`src/rtl/param_fifo_if.sv`:
```
// Handshake and status bundle for param_fifo.
// The flush input exists only when FIFO_FLUSH_EN is defined.
interface param_fifo_if #(
    parameter int DATA_WIDTH = 32,
    parameter int ADDR_WIDTH = 4
);
    logic                  wr_en;
    logic                  rd_en;
    logic [DATA_WIDTH-1:0] din;
    logic [DATA_WIDTH-1:0] dout;
    logic [ADDR_WIDTH:0]   data_count;
    logic                  wr_ack;
    logic                  wr_err;
    logic                  rd_ack;
    logic                  rd_err;
    logic                  full;
    logic                  empty;
    logic                  almost_full;
    logic                  almost_empty;
`ifdef FIFO_FLUSH_EN
    logic                  flush;
`endif

    modport master (
`ifdef FIFO_FLUSH_EN
        output flush,
`endif
        output wr_en, rd_en, din,
        input  dout, data_count, wr_ack, wr_err, rd_ack, rd_err,
        input  full, empty, almost_full, almost_empty
    );

    modport slave (
`ifdef FIFO_FLUSH_EN
        input  flush,
`endif
        input  wr_en, rd_en, din,
        output dout, data_count, wr_ack, wr_err, rd_ack, rd_err,
        output full, empty, almost_full, almost_empty
    );
endinterface

```
`src/rtl/param_fifo.sv`:
```
// Parametrised synchronous FIFO with same-cycle read/write and status flags.
// Optional synchronous flush is enabled by defining FIFO_FLUSH_EN.
module param_fifo #(
    parameter int DATA_WIDTH = 32,
    parameter int ADDR_WIDTH = 4,
    parameter int AF_LEVEL   = (1 << ADDR_WIDTH) - 2,
    parameter int AE_LEVEL   = 2
) (
    input  logic        clk,
    input  logic        reset,
    param_fifo_if.slave bus
);
    localparam int DEPTH = 1 << ADDR_WIDTH;
    localparam logic [ADDR_WIDTH:0]   CNT_FULL = (ADDR_WIDTH+1)'(DEPTH);
    localparam logic [ADDR_WIDTH:0]   CNT_ONE  = (ADDR_WIDTH+1)'(1);
    localparam logic [ADDR_WIDTH-1:0] PTR_ONE  = ADDR_WIDTH'(1);

    typedef enum logic [2:0] {
        INIT     = 3'b000,
        NO_OP    = 3'b001,
        WRITE    = 3'b010,
        WR_ERR   = 3'b011,
        READ     = 3'b100,
        RD_ERR   = 3'b101,
        RDWR     = 3'b110,
        WR_RDERR = 3'b111
    } state_t;

    state_t                state, next_state;
    logic [DATA_WIDTH-1:0] mem [DEPTH];
    logic [ADDR_WIDTH-1:0] head, tail;
    logic [ADDR_WIDTH:0]   count;
    logic [DATA_WIDTH-1:0] rd_data;
    logic                  is_full, is_empty;
    logic                  flush_req;
    logic                  do_write, do_read;

`ifdef FIFO_FLUSH_EN
    assign flush_req = bus.flush;
`else
    assign flush_req = 1'b0;
`endif

    assign is_full  = (count == CNT_FULL);
    assign is_empty = (count == '0);

    always_ff @(posedge clk) begin
        if (reset) state <= INIT;
        else       state <= next_state;
    end

    // Flush wins over requests; RDWR is legal when full since the read frees a slot.
    always_comb begin
        next_state = NO_OP;
        if (!flush_req) begin
            unique case ({bus.wr_en, bus.rd_en})
                2'b10:   next_state = is_full  ? WR_ERR   : WRITE;
                2'b01:   next_state = is_empty ? RD_ERR   : READ;
                2'b11:   next_state = is_empty ? WR_RDERR : RDWR;
                default: next_state = NO_OP;
            endcase
        end
    end

    assign do_write = (next_state == WRITE) || (next_state == RDWR) || (next_state == WR_RDERR);
    assign do_read  = (next_state == READ)  || (next_state == RDWR);

    // Storage has no reset so it can map onto RAM.
    always_ff @(posedge clk) begin
        if (!reset && do_write) mem[tail] <= bus.din;
    end

    always_ff @(posedge clk) begin
        if (reset) begin
            head    <= '0;
            tail    <= '0;
            count   <= '0;
            rd_data <= '0;
        end else if (flush_req) begin
            head  <= '0;
            tail  <= '0;
            count <= '0;
        end else begin
            if (do_write) tail <= tail + PTR_ONE;
            if (do_read) begin
                rd_data <= mem[head];
                head    <= head + PTR_ONE;
            end
            unique case ({do_write, do_read})
                2'b10:   count <= count + CNT_ONE;
                2'b01:   count <= count - CNT_ONE;
                default: count <= count;
            endcase
        end
    end

    assign bus.dout         = rd_data;
    assign bus.data_count   = count;
    assign bus.full         = is_full;
    assign bus.empty        = is_empty;
    assign bus.almost_full  = int'(count) >= AF_LEVEL;
    assign bus.almost_empty = int'(count) <= AE_LEVEL;

    assign bus.wr_ack = (state == WRITE) || (state == RDWR) || (state == WR_RDERR);
    assign bus.wr_err = (state == WR_ERR);
    assign bus.rd_ack = (state == READ)  || (state == RDWR);
    assign bus.rd_err = (state == RD_ERR) || (state == WR_RDERR);
endmodule

```
`src/flat_wrapper.sv`:
```
// flat-port wrapper written by rule: the top's interface ports become plain ports
module param_fifo_flat 
#(
    parameter int DATA_WIDTH = 32,
    parameter int ADDR_WIDTH = 4,
    parameter int AF_LEVEL   = (1 << ADDR_WIDTH) - 2,
    parameter int AE_LEVEL   = 2
)
  (clk, reset, bus_wr_en, bus_rd_en, bus_din, bus_dout, bus_data_count, bus_wr_ack, bus_wr_err, bus_rd_ack, bus_rd_err, bus_full, bus_empty, bus_almost_full, bus_almost_empty);
  param_fifo_if #(.DATA_WIDTH(DATA_WIDTH), .ADDR_WIDTH(ADDR_WIDTH)) bus_i ();
  input  logic clk;
  input  logic reset;
  input wire logic [$bits(bus_i.wr_en)-1:0] bus_wr_en;
  input wire logic [$bits(bus_i.rd_en)-1:0] bus_rd_en;
  input wire logic [$bits(bus_i.din)-1:0] bus_din;
  output wire logic [$bits(bus_i.dout)-1:0] bus_dout;
  output wire logic [$bits(bus_i.data_count)-1:0] bus_data_count;
  output wire logic [$bits(bus_i.wr_ack)-1:0] bus_wr_ack;
  output wire logic [$bits(bus_i.wr_err)-1:0] bus_wr_err;
  output wire logic [$bits(bus_i.rd_ack)-1:0] bus_rd_ack;
  output wire logic [$bits(bus_i.rd_err)-1:0] bus_rd_err;
  output wire logic [$bits(bus_i.full)-1:0] bus_full;
  output wire logic [$bits(bus_i.empty)-1:0] bus_empty;
  output wire logic [$bits(bus_i.almost_full)-1:0] bus_almost_full;
  output wire logic [$bits(bus_i.almost_empty)-1:0] bus_almost_empty;
  assign bus_i.wr_en = bus_wr_en;
  assign bus_i.rd_en = bus_rd_en;
  assign bus_i.din = bus_din;
  assign bus_dout = bus_i.dout;
  assign bus_data_count = bus_i.data_count;
  assign bus_wr_ack = bus_i.wr_ack;
  assign bus_wr_err = bus_i.wr_err;
  assign bus_rd_ack = bus_i.rd_ack;
  assign bus_rd_err = bus_i.rd_err;
  assign bus_full = bus_i.full;
  assign bus_empty = bus_i.empty;
  assign bus_almost_full = bus_i.almost_full;
  assign bus_almost_empty = bus_i.almost_empty;
  param_fifo #(.DATA_WIDTH(DATA_WIDTH), .ADDR_WIDTH(ADDR_WIDTH), .AF_LEVEL(AF_LEVEL), .AE_LEVEL(AE_LEVEL)) u_core (.clk(clk), .reset(reset), .bus(bus_i));
endmodule
```
`config.mk`:
```
export PLATFORM = sky130hd
export DESIGN_NAME = param_fifo_flat
export DESIGN_NICKNAME = d
export VERILOG_FILES = /design/src/rtl/param_fifo_if.sv /design/src/rtl/param_fifo.sv /design/src/flat_wrapper.sv
export SDC_FILE = /design/constraint.sdc
export NUM_CORES = 1
export LEC_CHECK = 0
export BUFFER_PORTS_ARGS = -buffer_cell sky130_fd_sc_hd__buf_4
export CAP_MARGIN = 25
export CORE_ASPECT_RATIO = 0.8
export CORE_MARGIN = 10
export CORE_UTILIZATION = 40
export DETAILED_ROUTE_END_ITERATION = 8
export PLACE_DENSITY = 0.65
export SYNTH_ARGS = -nofsm -noshare
export SYNTH_HDL_FRONTEND = slang
export SYNTH_SLANG_ARGS = --single-unit
export TNS_END_PERCENT = 50
```
`constraint.sdc`:
```
create_clock -name clk -period 5.8 [get_ports clk]
set_input_delay 1.16 -clock clk [delete_from_list [all_inputs] [get_ports clk]]
set_output_delay 1.16 -clock clk [all_outputs]
set_load 0.02 [all_outputs]
```
Yosys cells after proc, flatten, opt, wreduce, memory -nomap -nowiden
Memory sizes are Yosys's and may differ from the RTL's. A register that Yosys moved wholly into a read port is not among the register bits.
Cells that the tools add are included.
{"block": "totals", "reg_bits": 16, "ram_bits": 512, "in_bits": 36, "output_inout_bits": 45, "word_cells": 45, "memories": 1}
{"block": "classes", "add_sub_neg": 4, "order_cmp": 2, "n_eq_ne": 16, "n_mux": 7, "n_reduce_logical": 11}
{"memory": "u_core.mem", "depth": 16, "word_bits": 32, "rd": 1, "rd_clocked_by_memory_dff": 1, "write_ports": 1, "line_no": "param_fifo.sv:30", "source": "logic [DATA_WIDTH-1:0] mem [DEPTH];"}
{"operator": "$eq A3 B3 Y1 const B", "count": 7}
{"operator": "$pmux W5 S2", "count": 1}
{"operator": "$eq A3 B2 Y1 const B", "count": 3}
{"operator": "$pmux W3 S3", "count": 1}
{"operator": "$add A4 B1 Y4 const B", "count": 2}
{"operator": "$logic_or A1 B1 Y1", "count": 7}
{"operator": "$eq A2 B2 Y1 const B", "count": 3}
{"operator": "$add A5 B1 Y5 const B", "count": 1}
{"operator": "$eq A5 B5 Y1 const B", "count": 1}
{"operator": "$ge A5 B4 Y1 const B", "count": 1}
{"operator": "$le A5 B2 Y1 const B", "count": 1}
{"operator": "$logic_not A5 Y1", "count": 1}
{"operator": "$mux W1", "count": 5}
{"operator": "$sub A5 B1 Y5 const B", "count": 1}
{"operator": "$eq A2 B1 Y1 const B", "count": 2}
{"operator": "$reduce_bool A2 Y1", "count": 1}
{"operator": "$logic_and A1 B1 Y1", "count": 1}
{"operator": "$logic_not A1 Y1", "count": 1}

Longest topological paths before layout
{"block": "logic_depth", "word_depth": 9, "depth_mapped": 9, "ltp_nobuf": 8}

Worst setup path after synthesis
No wires, ideal clock.
{"block": "synth_path", "path_type": "input to register", "startpoint": "input port reset", "endpoint": "memory u_core.mem[0][0] (enable)", "setup_time_ns": 0.461, "arrival_ns": 3.988, "required_time_ns": 5.339, "path_slack_ns": 1.351, "path_stages": 5, "path_buffers": 1, "path_cell_list": "clkbuf_1 > nor2b_1 > o31a_1 > nand2_1 > nor3_1"}
{"block": "synth_between", "elab_chain_len": 4}
{"item": "from (decl)", "line_no": "flat_wrapper.sv:12", "source": "input logic reset;"}
{"item": "$logic_not A1 Y1", "line_no": "param_fifo.sv:70", "source": "if (!reset && do_write) mem[tail] <= bus.din;"}
{"item": "$logic_and A1 B1 Y1", "line_no": "param_fifo.sv:70"}
{"item": "$mux W1", "line_no": "param_fifo.sv:70"}
{"item": "$mux W1 (implied by the code)", "line_no": "param_fifo.sv:70"}
{"item": "to (decl)", "line_no": "param_fifo.sv:30"}
No other way between the ends.

Worst setup path after layout
{"block": "layout_path", "startpoint": "register u_core.count[1], in the netlist u_core.bus.data_count[1]", "endpoint": "register u_core.count[4], in the netlist u_core.bus.data_count[4]"}
{"block": "layout_between", "elab_chain_len": 8, "elab_cells_between_ends": 19, "cone_classes": "add/sub (2); eq/ne (7); mux (5); reduce/logical (5)"}
{"item": "from (decl)", "line_no": "param_fifo.sv:32", "source": "logic [ADDR_WIDTH:0] count;"}
{"item": "from (signal assigned)", "line_no": "param_fifo.sv:90", "source": "2'b10: count <= count + CNT_ONE;"}
{"item": "from (signal assigned)", "line_no": "param_fifo.sv:91", "source": "2'b01: count <= count - CNT_ONE;"}
{"item": "from (signal assigned)", "line_no": "param_fifo.sv:92", "source": "default: count <= count;"}
{"item": "$eq A5 B5 Y1 / $logic_not A5 Y1 (equally long branches)", "line_no": "param_fifo.sv:44, param_fifo.sv:45"}
{"item": "$mux W1 (on tied branches)", "line_no": "param_fifo.sv:57, param_fifo.sv:58, param_fifo.sv:59"}
{"item": "$pmux W3 S3", "line_no": "param_fifo.sv:56", "source": "unique case ({bus.wr_en, bus.rd_en})"}
{"item": "$eq A3 B2 Y1 / $eq A3 B3 Y1 (equally long branches)", "line_no": "param_fifo.sv:65, param_fifo.sv:66"}
{"item": "$logic_or A1 B1 Y1 (2 in a row)", "line_no": "param_fifo.sv:65", "source": "assign do_write = (next_state == WRITE) || (next_state == RDWR) || (next_state == WR_RDERR);"}
{"item": "$eq A2 B1 Y1 / $eq A2 B2 Y1 (equally long branches)", "line_no": "param_fifo.sv:89", "source": "unique case ({do_write, do_read})"}
{"item": "$pmux W5 S2 / $reduce_bool A2 Y1 (equally long branches)"}
Parallel ways exist; a longest one is shown, timed or not.
A chain may end at the register's enable or synchronous reset.

==> impl_metrics.env <==
export IMPL_multi_input_area_sq_um=4770
export IMPL_grt_pass1_vias=10184
export IMPL_start_kind="flop"
export IMPL_r2r_end="u_core.bus.data_count[4]$_SDFFE_PP0P_"
export IMPL_synthTopCellsByArea="edfxtp_1 (72%), mux4_2 (14%), dfxtp_1 (4.5%)"
export IMPL_mostFrequentLayoutCell="edfxtp_1"
export IMPL_grt_pass1_wl_mm=66.4
export IMPL_antenna_found_initial=0
export IMPL_hold_path_depth=1
export IMPL_fin_tns_setup_ps=0
export IMPL_cts_sinks=560
export IMPL_grt_overflow=0
export IMPL_cts_buffers=51
export IMPL_setup_viol=0
export IMPL_yosys_warnings=0
export IMPL_clk_latency_ps=570
export IMPL_r2r_start="u_core.bus.data_count[1]$_SDFFE_PP0P_"
export IMPL_slew_headroom_pct=35.1
export IMPL_synth_largest_area_cell="edfxtp_1"
export IMPL_synth_edf_count=512
export IMPL_crit_path_end_kind="flop"
export IMPL_hp_start="u_core.bus.dout[4]$_SDFFE_PP0P_"
export IMPL_cap_viol_max_count=0
export IMPL_ctsHoldBuffers=0
export IMPL_grt_setup_unrepaired="no"
export IMPL_worstHoldPathType="reg -> reg"
export IMPL_reg2reg_slack_ps=2450
export IMPL_period_share_pct=57.8
export IMPL_syn_area_per_cell_sq_um=21.9
export IMPL_die_area_sq_um=62800
export IMPL_grt_usage_pct=13.9
export IMPL_power_density_nw_per_um2=387
export IMPL_critical_path_arrival_ps=3800
export IMPL_critPathMaxFanout=9
export IMPL_peakVddDrop_mv=0.213
export IMPL_synth_top_area_share_pct=72.3
export IMPL_io_pins=81
export IMPL_drive_gt1_share_pct=31.6
export IMPL_cts_htree_levels=2
export IMPL_max_slew_worst_pin_slew_ps=973
export IMPL_clk_path_buf_depth=3
export IMPL_root_buffer="clkbuf_16"
export IMPL_status="complete, no violations"
export IMPL_syn_inst=972
export IMPL_ys_ff_latch=560
export IMPL_dr_total_vias=9696
export IMPL_drt_initial_drc_count=904
export IMPL_core_area_sq_um=52600
export IMPL_hpwl_mm=24.3
export IMPL_r2r_cells=8
export IMPL_initial_core_util_pct=40.5
export IMPL_postCtsSetupRepairBufs=0
export IMPL_power_leakage_nw=7.67
export IMPL_fp_dieW_um=278
export IMPL_vias_per_cell=5.37
export IMPL_syn_num_nets=1018
export IMPL_synth_main_ff_cell="edfxtp_1"
export IMPL_drc=0
export IMPL_wirelength_mm=43.7
export IMPL_fmax_mhz=298
export IMPL_crit_type="reg -> reg"
export IMPL_ys_types=38
export IMPL_ant_nets=0
export IMPL_timing_final_hold_violations=0
export IMPL_routedWlPerCell_um=24.2
export IMPL_report_final_slew_viol_count=0
export IMPL_min_to="u_core.bus.dout[4]$_SDFFE_PP0P_"
export IMPL_nFillCells=4339
export IMPL_antenna_cells=0
export IMPL_final_cell_mix="edfxtp_1 (512), mux4_2 (128), buf_4 (95)"
export IMPL_ys_seq_area_share_pct=76.8
export IMPL_synthesis_area_sq_um=21300
export IMPL_cts_tree="built"
export IMPL_gp_congestion=0.702
export IMPL_seqCellArea_sq_um=16300
export IMPL_area_growth_pct=15.2
export IMPL_cts_resized=0
export IMPL_total_power_mw=9.49
export IMPL_die_h_um=226
export IMPL_drtPass1Iterations=5
export IMPL_grt_max_degree=79
export IMPL_port_buffers=80
export IMPL_fin_skew_ps=9.94
export IMPL_fin_crit_ps=3350
export IMPL_async_flop_share_pct=0
export IMPL_layout_nets=1120
export IMPL_rows=75
export IMPL_clkTransAtPathRegs_ps=60
export IMPL_worstPathRequired_ps=6250
cell families (layout without fill, tap and decap cells):
| group | Yosys count | after routing | synth area share [%] |
|---|---|---|---|
| adders and majority gates | 10 | 10 | 0.624 |
| and+or+nand+nor | 87 | 87 | 1.71 |
| muxes | 197 | 197 | 17.0 |
| xor gates and xnor gates | 8 | 8 | 0.330 |
| buffers and inverters | 60 | 201 | 1.29 |
| DFF | 560 | 560 | 76.8 |
| AOI/OAI and AO/OA | 50 | 50 | 2.19 |
power by group:
group | total (mW) | leakage [nW] | switching, mW | internal (mW)
sequential | 4.69 | 5.01 | 0.140 | 4.55
combinational | 1.58 | 1.89 | 0.815 | 0.765
clock | 3.23 | 0.772 | 1.38 | 1.85
critical path, cell delays in order (launching register included):
cell     delay (ps)
dfxtp_1         370
or4_1           740
o31ai_2         480
ha_1            380
ha_1            320
a21o_1          200
a21oi_1         180
mux2i_1         230
mux2_2          350
how the worst max path moves through the flow:
stage	from	endpoint	slack (ps)
floorplan	reset	u_core.mem[0][0]$_DFFE_PP_	1350
global placement	reset	u_core.mem[4][15]$_DFFE_PP_	2260
detailed placement	reset	u_core.mem[11][12]$_DFFE_PP_	2270
CTS	u_core.bus.data_count[1]$_SDFFE_PP0P_	u_core.bus.data_count[4]$_SDFFE_PP0P_	2460
global route	u_core.bus.data_count[1]$_SDFFE_PP0P_	u_core.bus.data_count[4]$_SDFFE_PP0P_	2240
finish	u_core.bus.data_count[1]$_SDFFE_PP0P_	u_core.bus.data_count[4]$_SDFFE_PP0P_	2450
cell usage after synthesis (3+ instances only):
cell,n
buf_6,4
ha_1,9
buf_2,13
inv_1,6
mux4_2,128
buf_1,9
nor2_1,63
nor2b_1,3
edfxtp_1,512
dfxtp_1,48
nand2_1,6
xnor2_1,3
and3_1,3
nor3_1,4
mux2i_1,36
a21oi_1,4
clkbuf_1,27
a221o_1,32
mux2_2,33
nand3_1,3
xor2_1,5
layer usage:
layer,share of wire (%),global-route usage (%)
met3,5.5,2.61
met5,0,0
met2,48,22.4
met1,44,19.2
met4,2.3,3.81
sequential cells by signal (all words and copies together) (netlist names):
signal / flops
u_core.bus.data_count: 5
u_core.bus.dout: 32
u_core.tail: 4
u_core.head: 4
u_core.state: 3
u_core.mem: 512
stage by stage:
step	cell area [sq um]	worst slack [ps]	std cells	utilization, %	hold slack (ps)
final	24500	2450	1806	46.6	487
after global routing	24500	2240	1806	46.6	508
after CTS	24500	2460	1805	46.6	494
after detailed placement	22900	2270	1713	43.5	478
after global placement	22800	2260	1708	43.3	473
after floorplan	21300	1350	972	-	508
cell type report:
type / instances / area share, %
Sequential cell: 560 / 66.7
Multi-Input combinational cell: 352 / 19.5
Clock buffer: 68 / 5.64
Timing Repair Buffer: 103 / 3.66
Tap cell: 693 / 3.54
Clock inverter: 24 / 0.858
Inverter: 6 / 0.0919
No activity file was read; power rests on OpenSTA's default activity.
